$ cat config.mk
export PLATFORM = sky130hd
export DESIGN_NAME = uart_rx_push
export DESIGN_NICKNAME = d
export VERILOG_FILES = /design/src/rtl/uart_rx_push.sv
export SDC_FILE = /design/constraint.sdc
export NUM_CORES = 1
export LEC_CHECK = 0
export ABC_CLOCK_PERIOD_IN_PS = 2550
export BUFFER_PORTS_ARGS = -buffer_cell sky130_fd_sc_hd__buf_2
export CAP_MARGIN = 40
export CORE_ASPECT_RATIO = 0.9
export CORE_UTILIZATION = 55
export DETAILED_ROUTE_END_ITERATION = 8
export PLACE_DENSITY = 0.83
export SYNTH_ARGS = -nofsm -noshare
export SYNTH_HDL_FRONTEND = slang
export SYNTH_SLANG_ARGS = --single-unit
$ cat constraint.sdc
create_clock -name clk -period 2.55 [get_ports clk]
set_input_delay 0.51 -clock clk [delete_from_list [all_inputs] [get_ports clk]]
set_output_delay 0.51 -clock clk [all_outputs]
set_load 0.02 [all_outputs]
$ cat src/rtl/uart_rx_push.sv
// uart_rx_push: UART receive front end (8N1 / 8E1 / 8O1) that pushes every
// good byte into the downstream byte FIFO through its wr/din/full port.
// Framing and parity errors discard the byte and raise a one-cycle flag.
// Good bytes that meet a full FIFO are dropped, flagged and counted.
//
// state  | meaning
// -------+---------------------------------------------------------------
// IDLE   | line idle, waiting for rxd_s to fall
// START  | half-bit wait, then confirm the start bit (high = false start)
// DATA   | eight full-bit waits, LSB first into the shift register
// PARITY | one full-bit wait, capture the parity bit (PARITY_EN only)
// STOP   | one full-bit wait, sample stop bit and make the push decision
// BREAK  | stop bit was low, wait for the line to return high
module uart_rx_push #(
    parameter int CLK_DIV    = 16,
    parameter bit PARITY_EN  = 1'b0,
    parameter bit PARITY_ODD = 1'b0
) (
    input  logic       clk,
    input  logic       rst,
    input  logic       rxd,
    input  logic       full,
    output logic       wr,
    output logic [7:0] din,
    output logic       busy,
    output logic       frame_err,
    output logic       parity_err,
    output logic       overrun,
    output logic [7:0] drop_cnt
);

    localparam int CW = $clog2(CLK_DIV);
    // The first wait ends in the middle of the start bit; every later wait
    // is one full bit so all samples land mid-bit.
    localparam logic [CW-1:0] HALF_LOAD = CW'(CLK_DIV / 2 - 1);
    localparam logic [CW-1:0] FULL_LOAD = CW'(CLK_DIV - 1);

    typedef enum logic [2:0] {
        S_IDLE   = 3'd0,
        S_START  = 3'd1,
        S_DATA   = 3'd2,
        S_PARITY = 3'd3,
        S_STOP   = 3'd4,
        S_BREAK  = 3'd5
    } state_t;

    state_t        state_q, state_d;
    logic          sync1_q, sync1_d;
    logic          rxd_s_q, rxd_s_d;
    logic [CW-1:0] cnt_q, cnt_d;
    logic [2:0]    bit_idx_q, bit_idx_d;
    logic [7:0]    shift_q, shift_d;
    logic          par_bit_q, par_bit_d;
    logic          wr_q, wr_d;
    logic [7:0]    din_q, din_d;
    logic          frame_err_q, frame_err_d;
    logic          parity_err_q, parity_err_d;
    logic          overrun_q, overrun_d;
    logic [7:0]    drop_cnt_q, drop_cnt_d;

    logic          tick;
    logic          par_bad;

    // Bit timer has expired: this cycle is a sample point.
    assign tick = (cnt_q == '0);

    // Data bits plus parity bit must XOR to PARITY_ODD; disabled parity never errs.
    assign par_bad = PARITY_EN && ((^shift_q ^ par_bit_q) != PARITY_ODD);

    // Two-flop synchronizer for the asynchronous serial pin.
    always_comb begin
        sync1_d = rxd;
        rxd_s_d = sync1_q;
    end

    // Next-state, bit timing, shift register and push/error decision.
    always_comb begin
        state_d      = state_q;
        cnt_d        = cnt_q;
        bit_idx_d    = bit_idx_q;
        shift_d      = shift_q;
        par_bit_d    = par_bit_q;
        wr_d         = 1'b0;
        din_d        = din_q;
        frame_err_d  = 1'b0;
        parity_err_d = 1'b0;
        overrun_d    = 1'b0;
        drop_cnt_d   = drop_cnt_q;

        case (state_q)
            S_IDLE: begin
                if (!rxd_s_q) begin
                    cnt_d   = HALF_LOAD;
                    state_d = S_START;
                end
            end

            S_START: begin
                if (tick) begin
                    if (rxd_s_q) begin
                        state_d = S_IDLE;
                    end else begin
                        cnt_d     = FULL_LOAD;
                        bit_idx_d = 3'd0;
                        state_d   = S_DATA;
                    end
                end else begin
                    cnt_d = cnt_q - 1'b1;
                end
            end

            S_DATA: begin
                if (tick) begin
                    shift_d = {rxd_s_q, shift_q[7:1]};
                    cnt_d   = FULL_LOAD;
                    if (bit_idx_q == 3'd7) begin
                        state_d = PARITY_EN ? S_PARITY : S_STOP;
                    end else begin
                        bit_idx_d = bit_idx_q + 3'd1;
                    end
                end else begin
                    cnt_d = cnt_q - 1'b1;
                end
            end

            S_PARITY: begin
                if (tick) begin
                    par_bit_d = rxd_s_q;
                    cnt_d     = FULL_LOAD;
                    state_d   = S_STOP;
                end else begin
                    cnt_d = cnt_q - 1'b1;
                end
            end

            S_STOP: begin
                if (tick) begin
                    if (!rxd_s_q) begin
                        // Framing and parity errors may be reported together.
                        frame_err_d  = 1'b1;
                        parity_err_d = par_bad;
                        state_d      = S_BREAK;
                    end else if (par_bad) begin
                        parity_err_d = 1'b1;
                        state_d      = S_IDLE;
                    end else if (full) begin
                        // Sole writer: full cannot rise before the wr cycle,
                        // so deciding on this cycle's full is safe.
                        overrun_d = 1'b1;
                        if (drop_cnt_q != 8'hFF) begin
                            drop_cnt_d = drop_cnt_q + 8'd1;
                        end
                        state_d = S_IDLE;
                    end else begin
                        wr_d    = 1'b1;
                        din_d   = shift_q;
                        state_d = S_IDLE;
                    end
                end else begin
                    cnt_d = cnt_q - 1'b1;
                end
            end

            S_BREAK: begin
                if (rxd_s_q) begin
                    state_d = S_IDLE;
                end
            end

            default: begin
                state_d = S_IDLE;
            end
        endcase
    end

    // State and output registers with synchronous reset.
    always_ff @(posedge clk) begin
        if (rst) begin
            state_q      <= S_IDLE;
            sync1_q      <= 1'b1;
            rxd_s_q      <= 1'b1;
            cnt_q        <= '0;
            bit_idx_q    <= 3'd0;
            shift_q      <= 8'h00;
            par_bit_q    <= 1'b0;
            wr_q         <= 1'b0;
            din_q        <= 8'h00;
            frame_err_q  <= 1'b0;
            parity_err_q <= 1'b0;
            overrun_q    <= 1'b0;
            drop_cnt_q   <= 8'h00;
        end else begin
            state_q      <= state_d;
            sync1_q      <= sync1_d;
            rxd_s_q      <= rxd_s_d;
            cnt_q        <= cnt_d;
            bit_idx_q    <= bit_idx_d;
            shift_q      <= shift_d;
            par_bit_q    <= par_bit_d;
            wr_q         <= wr_d;
            din_q        <= din_d;
            frame_err_q  <= frame_err_d;
            parity_err_q <= parity_err_d;
            overrun_q    <= overrun_d;
            drop_cnt_q   <= drop_cnt_d;
        end
    end

    assign wr         = wr_q;
    assign din        = din_q;
    assign busy       = (state_q != S_IDLE);
    assign frame_err  = frame_err_q;
    assign parity_err = parity_err_q;
    assign overrun    = overrun_q;
    assign drop_cnt   = drop_cnt_q;

endmodule
==> flow_metrics.tcl, run 1 <==
set metrics [dict create \
    period_share 0.8635 \
    fmax_mhz 454.1 \
    leakagePower_uw 0.0007961 \
    avgSynthCellArea_um2 8.841 \
    vias 1555 \
    seqPwrFrac 0.507 \
    ys_types 41 \
    synth_edf_count 0 \
    drc 0 \
    total_power_uw 1250 \
    setup_viol 0 \
    finalCriticalPeriod_ns 2.202 \
    grt_pass1_wl_um 6113 \
    grt_overflow_total 0 \
    worstSetupEndpointType "register" \
    pwr-share-comb 0.083 \
    grt_max_degree 42 \
    post_drt_wl_per_cell_um 13.64 \
    synth_cells 197 \
    cts_max_path_buffers 2 \
    io_pins 25 \
    vdd_ir_drop_max_mv 0.5192 \
    status "finished clean" \
    cts_hold_buf 0 \
    ys.flop_type "dfxtp_1" \
    fillerInstances 243 \
    antenna_found_initial 0 \
    regArea_um2 780.7 \
    die_x_um 61.32 \
    rows 18 \
    reg2reg_from "state_q[2]" \
    slowest_delay_ns 0.59 \
    wl_um 3505 \
    worst-path-stages 4 \
    finalInstanceArea_mm2 0.001974 \
    synthesis.nets 205 \
    syn2layout_area_growth_pct 13.36 \
    startpoint "state_q[2]" \
    drtPass1Iterations 5 \
    skew_ns 0.005733 \
    start_util 0.6042 \
    powerDensity_mw_per_mm2 633.3 \
    synth_top_cells_by_area "dfxtp_1 (45%), a21oi_1 (5.5%), mux2i_1 (5.2%)" \
    ff2ff_setup_slack_ns 0.35 \
    critical_path_required_ns 2.82 \
    p_int_uw 964.0 \
    port_buffers 23 \
    core_mm2 0.002883 \
    timing.rr.end "drop_cnt[4]" \
    cts_tree "yes" \
    cp_max_fo 11 \
    synth-async-reset-ratio 0 \
    fp.dieH_um 55.39 \
    clkPwrFrac 0.409 \
    viasPerCell 6.051 \
    multi_input_area_um2 878.3 \
    track_usage 0.2379 \
    ys_ff_latch 39 \
    drive_gt1_frac 0.1982 \
    syn_area_mm2 0.001742 \
    crit_end "drop_cnt[4]" \
    dp.cells 249 \
    cp-start-kind "register" \
    worst_pin_slew_ns 0.6863 \
    layout_common_cells "dfxtp_1 (39), buf_2 (23), a21oi_1 (19), nor2_1 (16), nand2_1 (15)" \
    globalplace.congestion 0.8341 \
    instances_no_fill 257 \
    hold_viol_final 0 \
    synth_top_area_frac 0.4483 \
    clk_latency_ns 0.34 \
    cpLargestDelayFamily "simple AND/OR/NAND/NOR gates" \
    sw_frac_of_total 0.2290 \
    cp.arrival_ns 2.48 \
    ant_nets 0 \
    cp_num_buf_inv 0 \
    post_cts_buffers 0 \
    p_sw_uw 286.4 \
    nets 224 \
    slew_headroom 0.5425 \
    dpl_cell_area_mm2 0.001869 \
    cap_violations 0 \
    hpwlAfterDp_um 2393 \
    synth_top_area_cell "dfxtp_1" \
    n_antenna_cell 0 \
    cts.repair.resized 0 \
    fp.dieArea_mm2 0.003396 \
    clkSinkCount 39 \
    cts_made_buffers 5 \
    criticalPathCategory "register to register" \
    drt_iter0_markers 60 \
    r2r_cells 4 \
    root_buffer "clkbuf_4" \
    hp-class "primary input to register" \
    grt_pass1_vias 1429 \
    ys_warn_count 0 \
    crit_chain "nor3b_1 > nand4_1 > or4_1 > a21oi_1" \
    seq_area_frac_synth 0.4483 \
    final_common_cell "dfxtp_1" \
    htreeDepth 2 \
    drv_slew 0 \
    clkTransAtPathRegs_ns 0.12 \
    rsz0062_at_grt "no" \
    crit_slowest_cell "or4_1" \
    fin_tns_setup_ns 0 \
]
-- power groups by stage --
stage / combinational [µW] / clock (µW) / sequential (µW)
2_1_floorplan: 83.6 / 0 / 641
3_3_place_gp: 101 / 0 / 647
3_5_place_dp: 103 / 0 / 647
4_1_cts: 104 / 519 / 634
5_1_grt: 115 / 547 / 637
6_report: 104 / 512 / 634
-- layout make-up --
class | count | area share
Clock inverter | 3 | 0.03422
Tap cell | 40 | 0.02535
Inverter | 6 | 0.01141
Timing Repair Buffer | 26 | 0.06971
Clock buffer | 5 | 0.01901
Sequential cell | 39 | 0.3954
Multi-Input combinational cell | 138 | 0.4449
-- worst register-to-register path: stages, from the launching register on --
cell and delay, ns:
dfxtp_1 0.53, nor3b_1 0.42, nand4_1 0.43, or4_1 0.59, a21oi_1 0.16
-- per-stage QoR --
step | hold slack, ns | utilization | setup slack [ns]
after floorplan | 0.3895 | - | 0.7010
after global placement | 0.3958 | 0.6484 | 0.5555
after detailed placement | 0.3989 | 0.6484 | 0.4031
after CTS | 0.3313 | 0.6849 | 0.3785
after global routing | 0.3319 | 0.6849 | 0.1006
final | 0.3405 | 0.6849 | 0.3480
-- state kept, by name, indices dropped and copies added, names as in the netlist --
name	cells
frame_err	1
cnt_q	4
rxd_s_d	1
rxd_s_q	1
din	8
drop_cnt	8
overrun	1
bit_idx_q	3
state_q	3
shift_q	8
wr	1
-- metal layers --
metal  up-vias  share of wire  GRT usage
met1       727           0.44     0.3049
met2        67           0.47     0.3696
li1        754              -          -
met5         -              0          0
met4         0          0.017    0.08766
met3         7          0.072    0.07260
-- Yosys cell counts, drive strengths merged (2+ instances only) --
master	count
dfxtp	39
a21oi	19
nor2	16
nand2	15
nand3	11
clkbuf	10
mux2i	9
nor3	8
inv	6
o21ai	6
nand4	5
nor3b	5
buf	4
ha	4
o31ai	3
or3	3
or3b	3
or4	3
a2111oi	2
a211oi	2
and4	2
nand2b	2
nor4b	2
o2111ai	2
o311ai	2
o41ai	2
or2	2
-- cell families (layout without fill, tap and decap cells) --
group	count (synthesis)	in the layout	synth area share
AND/OR/NAND/NOR	81	81	0.2622
AO/OA/AOI/OAI	42	42	0.1530
flip-flops	39	39	0.4483
buffers and inverters	20	40	0.04741
multiplexers	10	10	0.05819
adder cells (fa/ha/maj)	4	4	0.02874
other	1	1	0.002153
-- worst min-delay path by stage --
| stage | startpoint | endpoint | slack [ns] | cells after the start |
|---|---|---|---|---|
| after global routing | rxd | rxd_s_d | 0.33 | 2 |
| after CTS | rxd | rxd_s_d | 0.33 | 2 |
| after floorplan | rxd_s_d | rxd_s_q | 0.39 | 1 |
| final | rxd | rxd_s_d | 0.34 | 2 |
| after detailed placement | rxd_s_d | rxd_s_q | 0.40 | 1 |
| after global placement | rxd_s_d | rxd_s_q | 0.40 | 1 |
Power figures use the tool's default switching activity.
==> run 2: changes to the inputs <==
--- a/config.mk
+++ b/config.mk
@@ -9,9 +9,10 @@
 export BUFFER_PORTS_ARGS = -buffer_cell sky130_fd_sc_hd__buf_2
 export CAP_MARGIN = 40
 export CORE_ASPECT_RATIO = 0.9
-export CORE_UTILIZATION = 55
+export CORE_MARGIN = 5
+export CORE_UTILIZATION = 50
 export DETAILED_ROUTE_END_ITERATION = 8
-export PLACE_DENSITY = 0.83
+export PLACE_DENSITY = 0.77
 export SYNTH_ARGS = -nofsm -noshare
 export SYNTH_HDL_FRONTEND = slang
 export SYNTH_SLANG_ARGS = --single-unit
==> flow_metrics.tcl, run 2 (synthesis results as in run 1) <==
set metrics [dict create \
    status "finished clean" \
    cts_hold_buf 0 \
    hold_depth 2 \
    dpl_cell_area_mm2 0.001874 \
    core_mm2 0.003378 \
    fillerInstances 315 \
    viasPerCell 5.659 \
    fin_tns_setup_ns 0 \
    setup_viol 0 \
    clkSinkCount 39 \
    fp.dieArea_mm2 0.004765 \
    grt_pass1_wl_um 5871 \
    drtPass1Iterations 4 \
    finalInstanceArea_mm2 0.002011 \
    drt_iter0_markers 160 \
    rows 20 \
    finalCriticalPeriod_ns 2.145 \
    p_int_uw 1049 \
    cp.arrival_ns 2.36 \
    r2r_cells 4 \
    root_buffer "clkbuf_8" \
    cts.repair.resized 0 \
    cts_tree "yes" \
    rsz0062_at_grt "no" \
    clk_latency_ns 0.30 \
    clkTransAtPathRegs_ns 0.07 \
    pwr-share-comb 0.079 \
    die_x_um 72.21 \
    final_core_util 0.5952 \
    fp.dieH_um 65.99 \
    fmax_mhz 466.1 \
    cp-start-kind "register" \
    seqPwrFrac 0.469 \
    drive_gt1_frac 0.1982 \
    slew_headroom 0.5262 \
    criticalPathCategory "register to register" \
    sw_frac_of_total 0.2234 \
    critical_path_required_ns 2.76 \
    worstSetupEndpointType "register" \
    grt_overflow_total 0 \
    track_usage 0.1555 \
    htreeDepth 2 \
    clkPwrFrac 0.452 \
    worst_pin_slew_ns 0.7108 \
    vdd_ir_drop_max_mv 0.3516 \
    grt_max_degree 42 \
    skew_ns 0.01381 \
    leakagePower_uw 0.0008090 \
    cts_made_buffers 5 \
    start_util 0.5156 \
    grt_pass1_vias 1307 \
    instances_no_fill 261 \
    n_antenna_cell 0 \
    cp_max_fo 11 \
    hp-class "primary input to register" \
    drv_slew 0 \
    dp.cells 253 \
    post_drt_wl_per_cell_um 13.34 \
    final_common_cell "dfxtp_1" \
    syn2layout_area_growth_pct 15.45 \
    drc 0 \
    powerDensity_mw_per_mm2 671.7 \
    layout_common_cells "dfxtp_1 (39), buf_2 (23), a21oi_1 (19), nor2_1 (16), nand2_1 (15)" \
    fin_hold_ws_ns 0.4030 \
    globalplace.congestion 0.8198 \
    vias 1477 \
    cts_max_path_buffers 2 \
    nets 224 \
    cap_violations 0 \
    wl_um 3481 \
    period_share 0.8413 \
    hold_viol_final 0 \
    io_pins 25 \
    hpwlAfterDp_um 2300 \
    ant_nets 0 \
    p_sw_uw 301.7 \
    port_buffers 23 \
    antenna_found_initial 0 \
    post_cts_buffers 0 \
]
## run 2: cell counts in the layout (fill, tap and decap cells not counted)
Identical to the previous run, type by type.
## run 2: per-stage QoR
step	power (µW)	worst slack, ns
after global placement	751.7	0.5178
after floorplan	724.8	0.7010
after CTS	1361	0.4356
final	1351	0.4047
after detailed placement	751.8	0.4365
after global routing	1398	0.1913
## run 2: layer usage
| metal | global-route usage | vias up | routed length (µm) |
|---|---|---|---|
| met5 | 0 | - | 0 |
| li1 | - | 758 | - |
| met3 | 0.05319 | 5 | 172 |
| met1 | 0.2146 | 684 | 1776 |
| met2 | 0.2216 | 30 | 1484 |
| met4 | 0.05869 | 0 | 47 |
## run 2: worst max-delay path, cell delays in order (launching register included)
cell	delay [ns]
dfxtp_1	0.52
nor3b_1	0.42
nand4_1	0.40
or4_1	0.58
a21oi_1	0.16
## run 2: cell type report
class | instances | area [µm²] | area share
multi-input cells | 138 | 878.3 | 0.4368
flip-flops and latches | 39 | 780.7 | 0.3883
repair buffers | 26 | 137.6 | 0.06845
clock buffers | 5 | 68.82 | 0.03423
clock inverters | 3 | 67.56 | 0.03360
well taps | 44 | 55.05 | 0.02738
inverters | 6 | 22.52 | 0.01120
## run 2: final timing paths
check,start,to,slack (ns)
worst min register to register,rxd_s_d,rxd_s_q,0.41
worst max register to register,state_q[2],drop_cnt[4],0.40
worst min-delay path,rxd,rxd_s_d,0.40
worst max-delay path,state_q[2],drop_cnt[4],0.40
## run 2: power groups by stage
stage / Combinational [µW] / Clock [µW] / Sequential [µW]
3_5_place_dp: 104 / 0 / 647
4_1_cts: 105 / 623 / 633
2_1_floorplan: 83.6 / 0 / 641
3_3_place_gp: 104 / 0 / 648
5_1_grt: 117 / 645 / 636
6_report: 106 / 611 / 634
==> run 3: changes to the inputs <==
--- a/config.mk
+++ b/config.mk
@@ -5,7 +5,8 @@
 export SDC_FILE = /design/constraint.sdc
 export NUM_CORES = 1
 export LEC_CHECK = 0
-export ABC_CLOCK_PERIOD_IN_PS = 2550
+export ABC_AREA = 1
+export ABC_CLOCK_PERIOD_IN_PS = 2000
 export BUFFER_PORTS_ARGS = -buffer_cell sky130_fd_sc_hd__buf_2
 export CAP_MARGIN = 40
 export CORE_ASPECT_RATIO = 0.9
==> constraint.sdc (replaced) <==
create_clock -name clk -period 2 [get_ports clk]
set_input_delay 0.4 -clock clk [delete_from_list [all_inputs] [get_ports clk]]
set_output_delay 0.4 -clock clk [all_outputs]
set_load 0.02 [all_outputs]
==> flow_metrics.tcl, run 3 <==
set metrics [dict create \
    crit_slowest_cell "dfxtp_1" \
    cp.arrival_ns 1.19 \
    period_share 0.7942 \
    cts_tree "yes" \
    skew_ns 0.001449 \
    startpoint "state_q[0]" \
    ys_ff_latch 39 \
    viasPerCell 4.905 \
    drtPass1Iterations 4 \
    grt_max_degree 22 \
    synthesis.nets 260 \
    criticalPathCategory "register to output port" \
    leakagePower_uw 0.0009505 \
    antenna_found_initial 0 \
    io_pins 25 \
    drive_gt1_frac 0.2135 \
    die_x_um 73.72 \
    crit_end "busy" \
    fin_tns_setup_ns 0 \
    n_antenna_cell 0 \
    grt_pass1_vias 1459 \
    synth_commonest_cells "nor2_1 (56), nand2_1 (48), dfxtp_1 (39)" \
    cp_max_fo 5 \
    instances_no_fill 325 \
    synth_cells 252 \
    vias 1594 \
    ys_warn_count 0 \
    grt_pass1_wl_um 6244 \
    post_drt_wl_per_cell_um 11.01 \
    track_usage 0.1579 \
    fmax_mhz 629.5 \
    syn_area_mm2 0.001827 \
    cts.repair.resized 0 \
    fin_hold_ws_ns 0.3119 \
    root_buffer "clkbuf_8" \
    worst_pin_slew_ns 0.5279 \
    worstSetupEndpointType "output port" \
    ys.flop_type "dfxtp_1" \
    vdd_ir_drop_max_mv 0.6344 \
    grt_overflow_total 0 \
    hold_start "rxd" \
    ff2ff_setup_slack_ns 0.46 \
    final_common_cell "nor2_1" \
    critical_path_required_ns 1.60 \
    cts_made_buffers 5 \
    hp-class "primary input to register" \
    slowest_delay_ns 0.53 \
    post_cts_buffers 0 \
    final_core_util 0.6007 \
    synth_top_cells_by_area "dfxtp_1 (43%), nor2_1 (12%), nand2_1 (9.9%)" \
    finalCriticalPeriod_ns 1.588 \
    cpLargestDelayFamily "flip-flops" \
    rsz0062_at_grt "no" \
    clkSinkCount 39 \
    crit_chain "nor2_4 > nand2_1 > buf_2" \
    cts_max_path_buffers 2 \
    hold_viol_final 0 \
    start_util 0.5290 \
    rows 20 \
    clkTransAtPathRegs_ns 0.07 \
    drc 0 \
    wl_um 3577 \
    dr_wl_met3_um 191 \
    fp.dieArea_mm2 0.004964 \
    seq_area_frac_synth 0.4274 \
    clk_latency_ns 0.28 \
    synth_edf_count 0 \
    r2r_cells 9 \
    cts_hold_buf 0 \
    fp.dieH_um 67.34 \
    dp.cells 317 \
    powerDensity_mw_per_mm2 1077 \
    slew_headroom 0.6477 \
    regArea_um2 780.7 \
    total_power_uw 2233 \
    dr_wl_met2_um 1569 \
    avgSynthCellArea_um2 7.249 \
    status "finished clean" \
    nets 288 \
    ant_nets 0 \
    synth_top_area_frac 0.4274 \
    synth-async-reset-ratio 0 \
    port_buffers 23 \
    fillerInstances 345 \
    drt_iter0_markers 83 \
    worst-path-stages 3 \
    drv_slew 0 \
    multi_input_area_um2 939.7 \
    syn2layout_area_growth_pct 13.56 \
    timing.rr.end "bit_idx_q[2]" \
    top_layer_used "met4" \
    hpwlAfterDp_um 2651 \
    globalplace.congestion 0.9081 \
    cp-start-kind "register" \
    reg2reg_from "cnt_q[0]" \
    cap_violations 0 \
    met1_length_um 1779 \
    htreeDepth 2 \
    yosysMostFrequentCell "nor2_1" \
    layout_common_cells "nor2_1 (56), nand2_1 (48), dfxtp_1 (39), buf_2 (23), inv_1 (16)" \
    setup_viol 0 \
    cp_num_buf_inv 1 \
    ys_types 26 \
    synth_top_area_cell "dfxtp_1" \
    core_mm2 0.003453 \
]
## run 3: metal layers
layer,vias to the layer above,global-route usage
met3,5,0.03571
met5,-,0
li1,857,-
met4,0,0.04751
met1,702,0.2060
met2,30,0.2600
## run 3: cells by family after synthesis
group | after synthesis | share of synthesized area
other cells | 1 | 0.002053
compound gates | 37 | 0.1034
simple gates | 139 | 0.3575
buf+inv | 27 | 0.05822
fa+ha+maj | 4 | 0.02740
xor+xnor | 5 | 0.02397
flops | 39 | 0.4274
## run 3: layout make-up
type                       count  share of cell area
multi-input combinational    186              0.4530
sequential                    39              0.3764
clock buffer                   7             0.03679
timing repair buffer          25             0.06273
clock inverter                 1            0.002413
inverter                      23             0.04222
tap                           44             0.02654
## run 3: per-stage QoR
| step | worst slack [ns] | cell area [µm²] |
|---|---|---|
| 6_report | 0.4115 | 2074 |
| 2_1_floorplan | 0.5658 | 1827 |
| 3_5_place_dp | 0.4684 | 1993 |
| 4_1_cts | 0.4203 | 2074 |
| 5_1_grt | 0.3022 | 2074 |
| 3_3_place_gp | 0.5395 | 1993 |
## run 3: how the worst min path moves through the flow
| stage | end | slack [ns] | depth (start not counted) |
|---|---|---|---|
| 3_5_place_dp | rxd_s_q | 0.40 | 1 |
| 4_1_cts | rxd_s_d | 0.30 | 2 |
| 2_1_floorplan | rxd_s_q | 0.39 | 1 |
| 6_report | rxd_s_d | 0.31 | 2 |
| 3_3_place_gp | rxd_s_q | 0.40 | 1 |
| 5_1_grt | rxd_s_d | 0.31 | 2 |
## run 3: power breakdown
group	internal, µW	switching (µW)	total, µW	leakage, µW
registers	872	82.1	954	0.000316
clock network	245	253	497	0.0000422
logic	267	515	782	0.000592
total	1380	850	2230	0.000950
